--- src/rtl/fdiv_mul_arbiter.sv ---
// Round-robin arbiter sharing the fdiv mantissa multiplier between NREQ requesters.
// Optional FDIV_MUL_ARB_STATS_EN adds issue/contention counters.
module fdiv_mul_arbiter #(
  parameter int NREQ = 2,
  parameter int LAT  = 1
) (
  input  logic                 clk,
  input  logic                 rstn,
  input  logic [NREQ-1:0]      req_valid,
  output logic [NREQ-1:0]      req_ready,
  input  logic [32*NREQ-1:0]   req_x,
  input  logic [32*NREQ-1:0]   req_y,
  output logic [31:0]          mul_x,
  output logic [31:0]          mul_y,
  input  logic [31:0]          mul_res,
  output logic [NREQ-1:0]      resp_valid,
  output logic [31:0]          resp_data
`ifdef FDIV_MUL_ARB_STATS_EN
  ,
  output logic [31:0]          stat_busy,
  output logic [31:0]          stat_contend
`endif
);

  localparam int IDW = (NREQ > 1) ? $clog2(NREQ) : 1;

  logic [IDW-1:0]          rr_ptr;
  logic [IDW-1:0]          gnt_id;
  logic [IDW-1:0]          idx;
  logic                    issue;
  logic [LAT-1:0]          vld_p;
  logic [LAT-1:0][IDW-1:0] id_p;

  // Scanning downward and overwriting leaves the first valid requester at or above rr_ptr.
  always_comb begin
    issue     = 1'b0;
    gnt_id    = '0;
    idx       = '0;
    req_ready = '0;
    if (rstn) begin
      for (int off = NREQ - 1; off >= 0; off--) begin
        idx = IDW'((int'(rr_ptr) + off) % NREQ);
        if (req_valid[idx]) begin
          issue  = 1'b1;
          gnt_id = idx;
        end
      end
    end
    if (issue) req_ready[gnt_id] = 1'b1;
  end

  always_comb begin
    mul_x = '0;
    mul_y = '0;
    if (issue) begin
      mul_x = req_x[32*gnt_id +: 32];
      mul_y = req_y[32*gnt_id +: 32];
    end
  end

  // Stage 0 captures the issue; the last stage lines up with mul_res.
  always_ff @(posedge clk) begin
    if (!rstn) begin
      rr_ptr <= '0;
      vld_p  <= '0;
    end else begin
      if (issue) rr_ptr <= IDW'((int'(gnt_id) + 1) % NREQ);
      vld_p[0] <= issue;
      for (int s = 1; s < LAT; s++) vld_p[s] <= vld_p[s-1];
    end
  end

  always_ff @(posedge clk) begin
    id_p[0] <= gnt_id;
    for (int s = 1; s < LAT; s++) id_p[s] <= id_p[s-1];
  end

  always_comb begin
    resp_valid = '0;
    resp_data  = '0;
    if (rstn && vld_p[LAT-1]) begin
      resp_valid[id_p[LAT-1]] = 1'b1;
      resp_data               = mul_res;
    end
  end

`ifdef FDIV_MUL_ARB_STATS_EN
  always_ff @(posedge clk) begin
    if (!rstn) begin
      stat_busy    <= '0;
      stat_contend <= '0;
    end else begin
      if (issue) stat_busy <= stat_busy + 32'd1;
      if ($countones(req_valid) > 1) stat_contend <= stat_contend + 32'd1;
    end
  end
`endif

endmodule

--- config.mk ---
export PLATFORM = sky130hd
export DESIGN_NAME = fdiv_mul_arbiter
export DESIGN_NICKNAME = d
export VERILOG_FILES = /design/src/rtl/fdiv_mul_arbiter.sv
export SDC_FILE = /design/constraint.sdc
export NUM_CORES = 1
export LEC_CHECK = 0
export ABC_CLOCK_PERIOD_IN_PS = 1200
export CELL_PAD_IN_SITES_DETAIL_PLACEMENT = 1
export CELL_PAD_IN_SITES_GLOBAL_PLACEMENT = 1
export CORE_MARGIN = 4
export CORE_UTILIZATION = 15
export DETAILED_ROUTE_END_ITERATION = 6
export PLACE_DENSITY = 0.78
export SLEW_MARGIN = 20
export SYNTH_ARGS = -nofsm -noshare
export SYNTH_HDL_FRONTEND = slang
export SYNTH_SLANG_ARGS = --single-unit
--- constraint.sdc ---
create_clock -name clk -period 1.2 [get_ports clk]
set_input_delay 0.12 -clock clk [delete_from_list [all_inputs] [get_ports clk]]
set_output_delay 0.12 -clock clk [all_outputs]
set_load 0.005 [all_outputs]
Word level (Yosys, flattened, before mapping)

Index checks and enable logic that the tools add are counted.

Register bits after elaboration: 3
Input port bits: 164
Output and inout port bits: 100

Add/sub/neg operators: 2
$lt $le $gt $ge: 6
Shift-type cells: 2
Multiplexer cells: 19
Reductions and logical operators: 3

Operator list:

| cell                | count |
|---|---|
| $shiftx 64x7->32    | 2 |
| $mux 32             | 3 |
| $mux 1              | 12 |
| $lt 1x2->1 const B  | 4 |
| $mux 2              | 2 |
| $logic_and 1x1->1   | 3 |
| $add 1x1->1 const B | 2 |
| $demux 1 s1         | 2 |
| $ge 1x1->1 const B  | 2 |

Depth between registers and ports, before layout

Gate-level depths: netlist of run 1.

Depth after elaboration: 11
Gate-level depth with buffers: 4

Worst setup path after synthesis of run 1

Ideal clock, no wire load.

Path kind: reg-to-output
Start: register rr_ptr
End: output mul_x[0]
Arrival: 0.934 ns
Setup slack: 0.146 ns
Stages on the path, launching flop included: 5
Cell sequence: dfxtp_1 nor2b_2 buf_6 buf_6 o32ai_2

Word-level cells in the longest chain between the ends: 8
Elaborated cells on any way between the ends: 13
Classes of those cells: 1 x add/sub; 1 x shift; 11 x mux

Ends and longest elaborated chain:

| item                                       | line | RTL |
|---|---|---|
| from (decl)                                | 27   | `logic [IDW-1:0] rr_ptr;` |
| from (signal assigned)                     | 67   | `if (issue) rr_ptr <= IDW'((int'(gnt_id) + 1) % NREQ);` |
| $add 1x1->1                                | 42   | `idx = IDW'((int'(rr_ptr) + off) % NREQ);` |
| $mux 1 (implied by the code) (2 in series) | 43   | `if (req_valid[idx]) begin` |
| $mux 1 (2 in series)                       | 43   |  |
| $mux 1                                     | 40   | `if (rstn) begin` |
| $shiftx 64x7->32                           | 56   | `mul_x = req_x[32*gnt_id +: 32];` |
| $mux 32 (*)                                | 55   | `if (issue) begin` |
| to (decl)                                  | 13   | `output logic [31:0] mul_x,` |

Every way passes the cells marked *; elsewhere a longest branch is shown, timed or not. The select of a mux whose other input is x is not followed.

Worst setup path in the final report of run 1

Start: register vld_p
End: output resp_data[30]

Word-level cells in the longest chain between the ends: 2

Ends and longest elaborated chain:

| item              | line | RTL |
|---|---|---|
| from (decl)       | 31   | `logic [LAT-1:0] vld_p;` |
| $logic_and 1x1->1 | 81   | `if (rstn && vld_p[LAT-1]) begin` |
| $mux 32           | 81   |  |
| to (decl)         | 17   | `output logic [31:0] resp_data` |

No other way between the ends.

==> qor.yml, run 1 <==
path_max_fanout: 4
fill_cells: 1546
clock_latency_ps: 220
chipWidth_um: 124
grt_max_degree: 48
dp_cells: 699
synth_nets: 447
dr_wl_met3_um: 1030
hold_start: "req_valid[1]"
wl_met1_um: 5650
seqPwrFrac_pct: 4.0
dr.max_layer_used: "met4"
start_util_pct: 15.3
cp.required_ps: 1080
p_int_mw: 1.88
core_area_um2: 13200
die_h_um: 124
setup_viol: 100
critical_path_class: "register to output pin"
vias: 3415
p_leak_nw: 2.36
rsz0062_at_grt: "yes"
synth_cell_type_count: 16
globalplace.congestion: 0.729
grt_pass1_vias: 3598
yosysTopAreaCellShare_pct: 38.6
min_to: "rr_ptr"
p_switching_mw: 1.04
gr-total-overflow: 0
min_path_cells: 2
yosysWarningCount: 0
pwr_density_cell_nw_per_um2: 496
h-tree-depth: 1
grt_util_all_layers_pct: 15.7
fmax_mhz: 639
syn-cell-area_um2: 2020
reg2reg_depth: 5
antenna_left: 0
wl_met2_um: 8840
violations: "setup timing"
yosysMostFrequentCell: "nand2_1"
ys.flop_type: "dfxtp_1"
grt_pass1_wl_um: 19200
regToRegStartpoint: "rr_ptr"
rr_endpoint: "id_p"
r2r_slack_ps: 0
antenna_found_initial: 0
multi_input_area_um2: 2290
drc: 0
clock_power_share_pct: 18.5
wirelength_um: 15800
cp.arrival_ps: 1450
yosys.area.top_type: "o32ai_2"
clkTransAtPathRegs_ps: 30
skew_ps: 1.03
tritoncts: "done"
synth_cells: 283
cts_buffer_depth: 2
synth_area_leaders: "o32ai_2 39%, nand2_1 24%, and3_1 10%"
slew_headroom_pct: 76.8
yosys-top-cells-count: "129 x nand2_1, 48 x o32ai_2, 33 x and3_1"
combPwrFrac_pct: 77.5
hold_ws_ps: 379
seq_area_frac_synth_pct: 2.97
ir_drop_uv: 418
dp_hpwl_um: 9700
final.min_clock_period_ps: 1570
period_share_pct: 130
layout-drive-gt1-share_pct: 45.5
seq_area_um2: 67.6
finalHoldViolCount: 0
fp-row-count: 42
die-area_um2: 15400
cp-startpoint: "vld_p"
cts_buffers: 3
layout_setup_ws_ps: -366
wl_per_cell_um: 21.4
hold_buffers: 0
root_buffer: "clkbuf_16"
status: "finished with violations"
antenna_cells: 0
crit_path_end_kind: "output pin"
port_buffers: 263
postSynthAreaPerCell_um2: 7.14
synth_edf_count: 0
async_reset_ff_share_pct: 0
syn2layout_area_growth_pct: 191
clock-sinks: 3
setup_tns_ps: -21200
synth-seq-cells: 3
final_cells: 736
hp-class: "primary input to register"
ios: 264
sw_frac_of_total_pct: 35.6
drv_slew: 0
drt_iter0_drc: 97
dr.pass1.iters: 4
final_nets: 725
worst_pin_slew_ps: 348
start_kind: "register"
drv_cap: 0
via_per_inst: 4.64
state kept, by name, indices dropped and copies added (netlist names):
register / flops
rr_ptr: 1
vld_p: 1
id_p: 1
power by group through the flow:
stage | clock, mW | combinational [mW] | sequential, mW
final | 0.541 | 2.26 | 0.116
after global routing | 0.557 | 2.40 | 0.117
after CTS | 0.536 | 1.87 | 0.115
after detailed placement | 0 | 1.74 | 0.116
after global placement | 0 | 1.71 | 0.115
after floorplan | 0 | 0.670 | 0.114
what timing repair did:
item,4_1_cts,5_1_grt
buffers inserted,12,6
endpoints found under the hold margin,0,0
resized for setup,422,107
pin swaps,7,41
setup endpoints to repair,100,93
gates cloned,7,13
layer usage:
metal,up-vias,global-route usage [%]
met4,0,2.60
met3,18,4.13
li1,1615,-
met5,-,0
met1,1639,16.7
met2,143,31.2
metrics by stage:
stage,util (%),power [mW],cell area [um^2],setup WS (ps)
after global placement,36.7,1.82,4860,-780
final,44.5,2.92,5890,-366
after CTS,38.4,2.52,5080,-419
after global routing,44.5,3.07,5890,-386
after detailed placement,36.7,1.86,4860,-807
after floorplan,-,0.783,2020,146
final cells by class:
class | instances | area share, %
inverter | 2 | 0.127
sequential | 3 | 1.15
multi-input combinational | 237 | 38.9
tap | 176 | 3.74
clock buffer | 4 | 1.34
timing repair buffer | 314 | 54.8
worst max-delay path: stages, from the launching register on:
cell and delay (ps):
dfxtp_4 340, buf_12 130, buf_16 120, buf_12 120
buf_8 120, buf_6 110, and3_4 160, buf_6 110
cell usage in the layout, fill, tap and decap left out:
master,count
a21bo_2,1
nand2_1,128
buf_8,5
and3_1,7
a21bo_4,1
buf_4,9
buf_12,13
nand2_2,1
inv_2,2
buf_2,69
dfxtp_4,2
clkdlybuf4s50_1,160
a21oi_1,1
and3_4,26
buf_6,35
clkbuf_16,13
buf_16,7
nor2_4,1
o32ai_2,34
nor3_1,1
o32ai_4,30
clkbuf_2,4
clkbuf_1,1
dlygate4sd2_1,2
nor2_1,3
o21ai_0,1
dfxtp_1,1
nor2b_4,1
nor3_2,1
how the worst max path moves through the flow:
stage                    end  slack, ps
6_report       resp_data[30]       -370
3_3_place_gp        mul_y[8]       -780
3_5_place_dp        mul_y[8]       -810
2_1_floorplan       mul_x[0]        150
4_1_cts             mul_y[5]       -420
5_1_grt        resp_data[30]       -390
kinds of logic after synthesis:
kind of cell | synth area share [%]
AOI/OAI and AO/OA | 46.6
buffers and inverters | 14.6
DFF | 2.97
and+or+nand+nor | 35.9
(Power assumes the default switching activity.)
==> run 2, diff against run 1 <==
--- a/config.mk
+++ b/config.mk
@@ -11,6 +11,7 @@
 export CORE_MARGIN = 4
 export CORE_UTILIZATION = 15
 export DETAILED_ROUTE_END_ITERATION = 6
+export GPL_ROUTABILITY_DRIVEN = 0
 export PLACE_DENSITY = 0.78
 export SLEW_MARGIN = 20
 export SYNTH_ARGS = -nofsm -noshare
==> results of run 2 <==
No change in the layout: final DEF, timing and power equal those of run 1.
==> run 3, diff against run 2 <==
--- a/config.mk
+++ b/config.mk
@@ -5,14 +5,16 @@
 export SDC_FILE = /design/constraint.sdc
 export NUM_CORES = 1
 export LEC_CHECK = 0
-export ABC_CLOCK_PERIOD_IN_PS = 1200
+export ABC_CLOCK_PERIOD_IN_PS = 1520
 export CELL_PAD_IN_SITES_DETAIL_PLACEMENT = 1
 export CELL_PAD_IN_SITES_GLOBAL_PLACEMENT = 1
 export CORE_MARGIN = 4
 export CORE_UTILIZATION = 15
+export CTS_BUF_LIST = sky130_fd_sc_hd__clkbuf_4 sky130_fd_sc_hd__clkbuf_8
 export DETAILED_ROUTE_END_ITERATION = 6
 export GPL_ROUTABILITY_DRIVEN = 0
 export PLACE_DENSITY = 0.78
+export SETUP_SLACK_MARGIN = 0.15
 export SLEW_MARGIN = 20
 export SYNTH_ARGS = -nofsm -noshare
 export SYNTH_HDL_FRONTEND = slang
==> constraint.sdc (replaced) <==
create_clock -name clk -period 1.52 [get_ports clk]
set_input_delay 0.152 -clock clk [delete_from_list [all_inputs] [get_ports clk]]
set_output_delay 0.152 -clock clk [all_outputs]
set_load 0.005 [all_outputs]
==> run 3 against run 2 <==
Net effect: the flow still finishes with violations (setup timing); register-to-register slack better by 470 ps; clock skew hardly changed; core utilization is 2.6 points lower; critical path type unchanged; highest routed layer unchanged.
==> qor.yml, run 3 (synthesis gave the netlist of run 1 again) <==
via_per_inst: 4.51  # -2.8%
ios: 264  # unchanged
dr.pass1.iters: 4  # unchanged
wirelength_um: 14400  # -8.8%
grt_pass1_wl_um: 19800  # +2.8%
cts_buffer_depth: 2  # unchanged
finalHoldViolCount: 0  # unchanged
drv_slew: 0  # unchanged
wl_met2_um: 7920  # -10%
worst_pin_slew_ps: 316  # -31.9 ps
layout-drive-gt1-share_pct: 35.2  # -10 points
cp.required_ps: 1370  # +290 ps
ir_drop_uv: 197  # -53%
hold_buffers: 0  # unchanged
drt_iter0_drc: 55  # -43%
fill_cells: 1584  # +2.5%
wl_per_cell_um: 19.6  # -8.7%
slowest_stage: "dfxtp_4"
pwr_density_cell_nw_per_um2: 364  # -27%
grt_max_degree: 48  # unchanged
antenna_cells: 0  # unchanged
r2r_slack_ps: 470  # +470 ps
min_to: "rr_ptr"
slew_headroom_pct: 78.9  # +2.1 points
reg2reg_depth: 4  # -1
port_buffers: 263  # unchanged
final_cell_mix: "160 x clkdlybuf4s50_1, 129 x nand2_1, 66 x buf_2, 44 x o32ai_2, 33 x and3_1"
drv_cap: 0  # unchanged
clock-sinks: 3  # unchanged
gr-total-overflow: 0  # unchanged
hp-class: "primary input to register"
fp-row-count: 42  # unchanged
p_leak_nw: 2.41  # +2.2%
dr.max_layer_used: "met4"
min_path_cells: 2  # unchanged
clock_latency_ps: 220  # about the same
start_util_pct: 15.3  # unchanged
wl_met1_um: 5310  # -5.9%
antenna_left: 0  # unchanged
path_max_fanout: 5  # +1
final_cells: 735  # -0.14%
regToRegStartpoint: "rr_ptr"
chipWidth_um: 124  # unchanged
critical_path_class: "register to output pin"
h-tree-depth: 1  # unchanged
core_area_um2: 13200  # unchanged
final.min_clock_period_ps: 1590
clkTransAtPathRegs_ps: 30  # about the same
fmax_mhz: 627
mostFrequentLayoutCell: "clkdlybuf4s50_1"
antenna_found_initial: 0  # unchanged
slowest_delay_ps: 370  # +30 ps
violations: "setup timing"
total_power_mw: 2.02  # -31%
cp_cell_sequence: "nor2b_4, buf_8, bufbuf_16, o32ai_2, buf_2"
final_nets: 724  # -0.14%
period_share_pct: 105
cp.arrival_ps: 1440  # about the same
die_h_um: 124  # unchanged
rsz0062_at_grt: "yes"
status: "finished with violations"
layout_setup_ws_ps: -73.9  # +292 ps
dr_wl_met3_um: 966  # -5.8%
grt_pass1_vias: 3532  # -1.8%
top_regs: "id_p: 1 flops, rr_ptr: 1 flops, vld_p: 1 flops"
dp_hpwl_um: 9730  # +0.27%
die-area_um2: 15400  # unchanged
root_buffer: "clkbuf_8"
syn2layout_area_growth_pct: 174
vias: 3315  # -2.9%
cts_buffers: 3  # unchanged
drc: 0  # unchanged
hold_start: "req_valid[1]"
crit_path_end_kind: "output pin"
rr_endpoint: "id_p"
start_kind: "register"
dp_cells: 699  # unchanged
grt_util_all_layers_pct: 16.3  # +0.60 points
skew_ps: 0.627  # -0.406 ps
tritoncts: "done"
setup_viol: 47  # -53%
-- run 3: cell count changes in the layout (fill, tap and decap cells not counted), sizes merged --
cell and change:
dlygate4sd2 +27, buf -22, clkbuf -10, clkdlybuf4s15 +4, a21bo -1, bufbuf +1
-- run 3: per-stage QoR --
step                util (%)  area (um^2)  hold slack [ps]  worst slack (ps)  TNS (ps)
floorplan                  -         2020              246               434         0
global placement        36.7         4860              494              -524    -30150
detailed placement      36.7         4860              561              -562    -31970
CTS                     39.4         5210              357             -95.2     -1520
global route            41.8         5540              399              -128     -4480
finish                  41.8         5540              359             -73.9     -1370
-- run 3: worst max-delay path by stage --
stage                       from         to  slack, ps  depth (start not counted)
global placement    req_valid[1]   mul_y[8]       -520                          5
CTS                       rr_ptr   mul_x[4]       -100                          5
global route              rr_ptr  mul_y[19]       -130                          6
finish                    rr_ptr  mul_y[18]        -70                          5
detailed placement  req_valid[0]   mul_y[2]       -560                          5
floorplan                 rr_ptr   mul_x[0]        430                          4
-- run 3: layout make-up --
class	count	area, um^2	share of cell area [%]
Sequential cell	3	67.6	1.22
Multi-Input combinational cell	236	2030	36.6
Timing Repair Buffer	314	3170	57.1
Clock buffer	4	48.8	0.881
Inverter	2	7.51	0.136
Tap cell	176	220	3.98
-- run 3: repair_timing --
action,4_1_cts,5_1_grt
pin swaps,30,8
gates cloned,11,2
endpoints found under the setup margin,100,71
setup buffers,14,5
gates resized for setup,349,30
-- run 3: worst max-delay path: cells and delay by family (launching register included) --
kind,cells,cell delay [ps]
flops,1,370
compound gates,1,230
simple gates,1,60
buf+inv,3,570
-- run 3: where the power goes --
part           switching [mW]  internal (mW)  total [mW]
clock                  0.0559          0.197       0.253
combinational           0.666           1.00        1.67
sequential            0.00896         0.0842      0.0932
-- run 3: per-layer routing --
layer	vias to the layer above	GRT usage, %
met5	-	0
met4	0	1.98
met3	11	3.68
met2	135	31.6
met1	1576	18.6
li1	1593	-
